`src/rtl/serial_word_feeder.sv`:
```
// Parallel-to-serial front end: buffers one WIDTH-bit word and streams it one bit per clock with sof/eof framing.
// Build option: define SER_MSB_FIRST_EN to emit MSB first (default emits LSB first).
module serial_word_feeder #(
    parameter int WIDTH = 16,
    parameter int CW    = $clog2(WIDTH)
) (
    input  logic             clk,
    input  logic             reset,
    input  logic             in_valid,
    input  logic [WIDTH-1:0] in_data,
    output logic             in_ready,
    input  logic             hold,
    output logic             x,
    output logic             x_valid,
    output logic             sof,
    output logic             eof,
    output logic [CW-1:0]    bit_idx,
    output logic             busy
);

    // Handshake: a word transfers on any rising edge where in_valid && in_ready;
    // in_ready depends only on registered state (and reset), never on in_valid.

    typedef enum logic {IDLE, SHIFT} state_t;

    localparam logic [CW-1:0] LAST = CW'(WIDTH - 1);

    state_t           state, state_n;
    logic [WIDTH-1:0] pend;
    logic             pend_full, pend_full_n;
    logic [WIDTH-1:0] sr, sr_n, sr_shift;
    logic [CW-1:0]    cnt, cnt_n;
    logic             load;
    logic             accept;

    assign in_ready = !pend_full && !reset;
    assign accept   = in_valid && in_ready;

`ifdef SER_MSB_FIRST_EN
    assign sr_shift = {sr[WIDTH-2:0], 1'b0};
    assign x        = sr[WIDTH-1];
`else
    assign sr_shift = {1'b0, sr[WIDTH-1:1]};
    assign x        = sr[0];
`endif

    always_comb begin
        state_n = state;
        sr_n    = sr;
        cnt_n   = cnt;
        load    = 1'b0;
        case (state)
            IDLE: begin
                if (pend_full) begin
                    sr_n    = pend;
                    cnt_n   = '0;
                    load    = 1'b1;
                    state_n = SHIFT;
                end
            end
            SHIFT: begin
                if (!hold) begin
                    if (cnt != LAST) begin
                        sr_n  = sr_shift;
                        cnt_n = cnt + 1'b1;
                    end else if (pend_full) begin
                        // Reload straight from the slot so back-to-back words have no gap.
                        sr_n  = pend;
                        cnt_n = '0;
                        load  = 1'b1;
                    end else begin
                        state_n = IDLE;
                    end
                end
            end
            default: state_n = IDLE;
        endcase
        // An accept on the same edge as a reload wins, leaving the slot full.
        pend_full_n = accept ? 1'b1 : (load ? 1'b0 : pend_full);
    end

    always_ff @(posedge clk) begin
        if (reset) begin
            state     <= IDLE;
            pend      <= '0;
            pend_full <= 1'b0;
            sr        <= '0;
            cnt       <= '0;
        end else begin
            state     <= state_n;
            pend_full <= pend_full_n;
            sr        <= sr_n;
            cnt       <= cnt_n;
            if (accept) begin
                pend <= in_data;
            end
        end
    end

    assign x_valid = (state == SHIFT) && !hold;
    assign sof     = (cnt == '0);
    assign eof     = (cnt == LAST);
    assign bit_idx = cnt;
    assign busy    = (state == SHIFT) || pend_full;

endmodule
```
`config.mk`:
```
export PLATFORM = sky130hd
export DESIGN_NAME = serial_word_feeder
export DESIGN_NICKNAME = d
export VERILOG_FILES = /design/src/rtl/serial_word_feeder.sv
export SDC_FILE = /design/constraint.sdc
export NUM_CORES = 1
export LEC_CHECK = 0
export ABC_AREA = 1
export BUFFER_PORTS_ARGS = -buffer_cell sky130_fd_sc_hd__buf_2
export CAP_MARGIN = 20
export CORE_ASPECT_RATIO = 1.2
export CORE_UTILIZATION = 55
export DETAILED_ROUTE_END_ITERATION = 8
export HOLD_SLACK_MARGIN = 0.08
export PLACE_DENSITY = 0.79
export SYNTH_ARGS = -nofsm -noshare
export SYNTH_HDL_FRONTEND = slang
export SYNTH_SLANG_ARGS = --single-unit
export TNS_END_PERCENT = 5
```
`constraint.sdc`:
```
create_clock -name clk -period 1.7 [get_ports clk]
set_input_delay 0.34 -clock clk [delete_from_list [all_inputs] [get_ports clk]]
set_output_delay 0.34 -clock clk [all_outputs]
set_load 0.01 [all_outputs]
```
==> metrics.cfg <==
[synth]
synthCells=283
syn_area_sq_um=1890
synth_top_cell_by_area=dfxtp_1
synth_top_area_share_pct=40.3
ys_warn_count=0
synth_cell_type_count=22
syn-mean-instance-area_sq_um=6.68
ys_ff_latch=38
seq_area_frac_synth_pct=40.3
synth_area_leaders=dfxtp_1 40%, nand2_1 21%, nand3_1 12%, o21ai_0 5.3%, inv_1 4.4%
synth_fp_nets=305

[placement]
dpl.hpwl_microns=2630
dp_cells=339
place_congestion=0.842
io_buffers=29

[global_route]
gr-usage-all-layers_pct=23.8
antenna_found_initial=0
grt_pass1_wl_microns=6820
grt_pass1_vias=1578
grt_overflow_total=0
grt_max_degree=21

[min_path]
hold_path_class=input pin to flip-flop

[layout]
nNetsFinal=338
fill_cells=292
area_growth_pct=17.0
drive_above_1_share_pct=20.5
instances_no_fill=353
insertedDiodeCount=0

[floorplan]
initial_utilization_pct=59.7
die_x_microns=55.5
coreArea_sq_um=3170
io_pins=30
rows=22
die_h_microns=66.2
die_area_sq_um=3670

[pwr]
ir_drop_uv=783
intPower_mw=1.35
seqPwrFrac_pct=51.9
cellLeakagePower_nw=1.09
comb_power_share_pct=14.7
power_density_nw_per_um2=843
power.share.switching_pct=27.4
p_clk_share_pct=33.4
switchingPower_mw=0.511

[critical_path]
crit_type=flip-flop to output pin
cp_max_fo=18
worst_setup_path_start_kind=flip-flop
crit_arrival_ps=1310
crit_required_ps=1360
crit_path_end_kind=output pin

[clock_tree]
cts-root-buf=clkbuf_4
cts_hold_buf=0
path_clk_slew_ps=120
cts_tree=yes
ctsLongestPathBuffers=2
cts_buffers=5
numClockSinks=38
h-tree-depth=2
clk_latency_ps=360

[timing]
slew_violations=0
finalCritPeriodShare_pct=97.2
setup-tns-final_ps=0
worst_pin_slew_ps=340
skew_ps=9.23
relSlewSlack_pct=77.3
hold_violations=0
rsz0062_at_grt=yes
period_needed_ps=1650
fmax_mhz=605
setup_viol=0

[detailed_routing]
wirelength_microns=4030
first_iter_violations=92
drc=0
vias_per_cell=5.12
first_pass_iters=4
vias=1808
ant_nets=0
routedWlPerCell_microns=11.4

[run_status]
status=completed

[job]
drv_cap=0

-- power groups by stage --
| stage | Combinational, mW | Sequential, mW | Clock (mW) |
|---|---|---|---|
| 5_1_grt | 0.307 | 0.973 | 0.674 |
| 2_1_floorplan | 0.185 | 0.982 | 0 |
| 4_1_cts | 0.258 | 0.966 | 0.627 |
| 3_3_place_gp | 0.248 | 0.985 | 0 |
| 6_report | 0.273 | 0.967 | 0.623 |
| 3_5_place_dp | 0.250 | 0.987 | 0 |
-- per-stage QoR --
step | setup slack, ps | instance area [sq um] | hold WS [ps] | util, % | total power [mW]
after floorplan | 215 | 1890 | 442 | - | 1.17
after global placement | 223 | 2040 | 469 | 64.5 | 1.23
after detailed placement | 173 | 2040 | 475 | 64.5 | 1.24
after CTS | 26.3 | 2160 | 167 | 68.4 | 1.85
after global routing | -22.4 | 2210 | 161 | 69.8 | 1.95
final | 47.1 | 2210 | 170 | 69.8 | 1.86
-- synth_stat cells, drive strengths merged --
library cell	n
buf	13
nand4	2
a21boi	3
inv	25
nor3b	1
nor2	15
nand3	44
o21ai	20
o211ai	1
o31ai	2
clkbuf	3
dfxtp	38
a21o	1
nand2	110
ha	2
a21oi	3
-- layer usage --
metal / part of all wire [%] / vias up / track usage [%]
li1: - / 963 / -
met1: 47 / 797 / 29.0
met2: 47 / 42 / 40.2
met3: 4.3 / 6 / 5.87
met4: 1.6 / 0 / 9.69
met5: 0 / - / 0
-- path summary, 6_finish.rpt --
kind	start	endpoint	slack, ps	depth (start not counted)
max	bit_idx[0]	eof	50	6
min	in_data[4]	pend[4]	170	3
max reg2reg	pend_full	sr[13]	300	8
min reg2reg	pend[5]	pend[5]	490	2
-- worst max-delay path, stage by stage, from the launching register on --
cell and delay [ps]:
dfxtp_4 370, ha_4 160, nand2_2 90, inv_4 50, nand2_8 120, inv_2 50, buf_6 110
-- state kept, by name, indices dropped and copies added (netlist names) --
register / count
sr: 16
state: 1
bit_idx: 4
pend_full: 1
pend: 16
-- layout make-up --
cell class                      count  area [sq um]  area share, %
Clock buffer                        6          41.3           1.87
Clock inverter                      2          37.5           1.70
Inverter                           25           100           4.53
Multi-Input combinational cell    204           965           43.6
Sequential cell                    38           769           34.8
Tap cell                           36          45.0           2.04
Timing Repair Buffer               42           253           11.4
-- cell families (layout without fill, tap and decap cells) --
kind of cell / count (synthesis) / count (layout) / synth area share (%)
and+or+nand+nor: 172 / 172 / 39.7
buffers and inverters: 41 / 75 / 9.80
DFF: 38 / 38 / 40.3
AOI/OAI and AO/OA: 30 / 30 / 8.87
adders and majority gates: 2 / 2 / 1.32
-- cell usage in the layout, fill, tap and decap left out, drive strengths merged --
| master | Yosys | final |
|---|---|---|
| nand2 | 110 | 110 |
| bufinv | 0 | 1 |
| a21oi | 3 | 3 |
| nor2 | 15 | 15 |
| dfxtp | 38 | 38 |
| o211ai | 1 | 1 |
| clkinvlp | 0 | 2 |
| nand4 | 2 | 2 |
| o21ai | 20 | 20 |
| clkbuf | 3 | 6 |
| nor3b | 1 | 1 |
| buf | 13 | 42 |
| a21o | 1 | 1 |
| ha | 2 | 2 |
| nand3 | 44 | 44 |
| o31ai | 2 | 2 |
| inv | 25 | 24 |
| a21boi | 3 | 3 |
-- timing repair --
action	in CTS	in global routing
gates resized for setup	8	5
setup buffers	2	4
endpoints found under the setup margin	1	3
gates cloned	0	0
pin swaps	0	1
No activity file was read; power rests on OpenSTA's default activity.
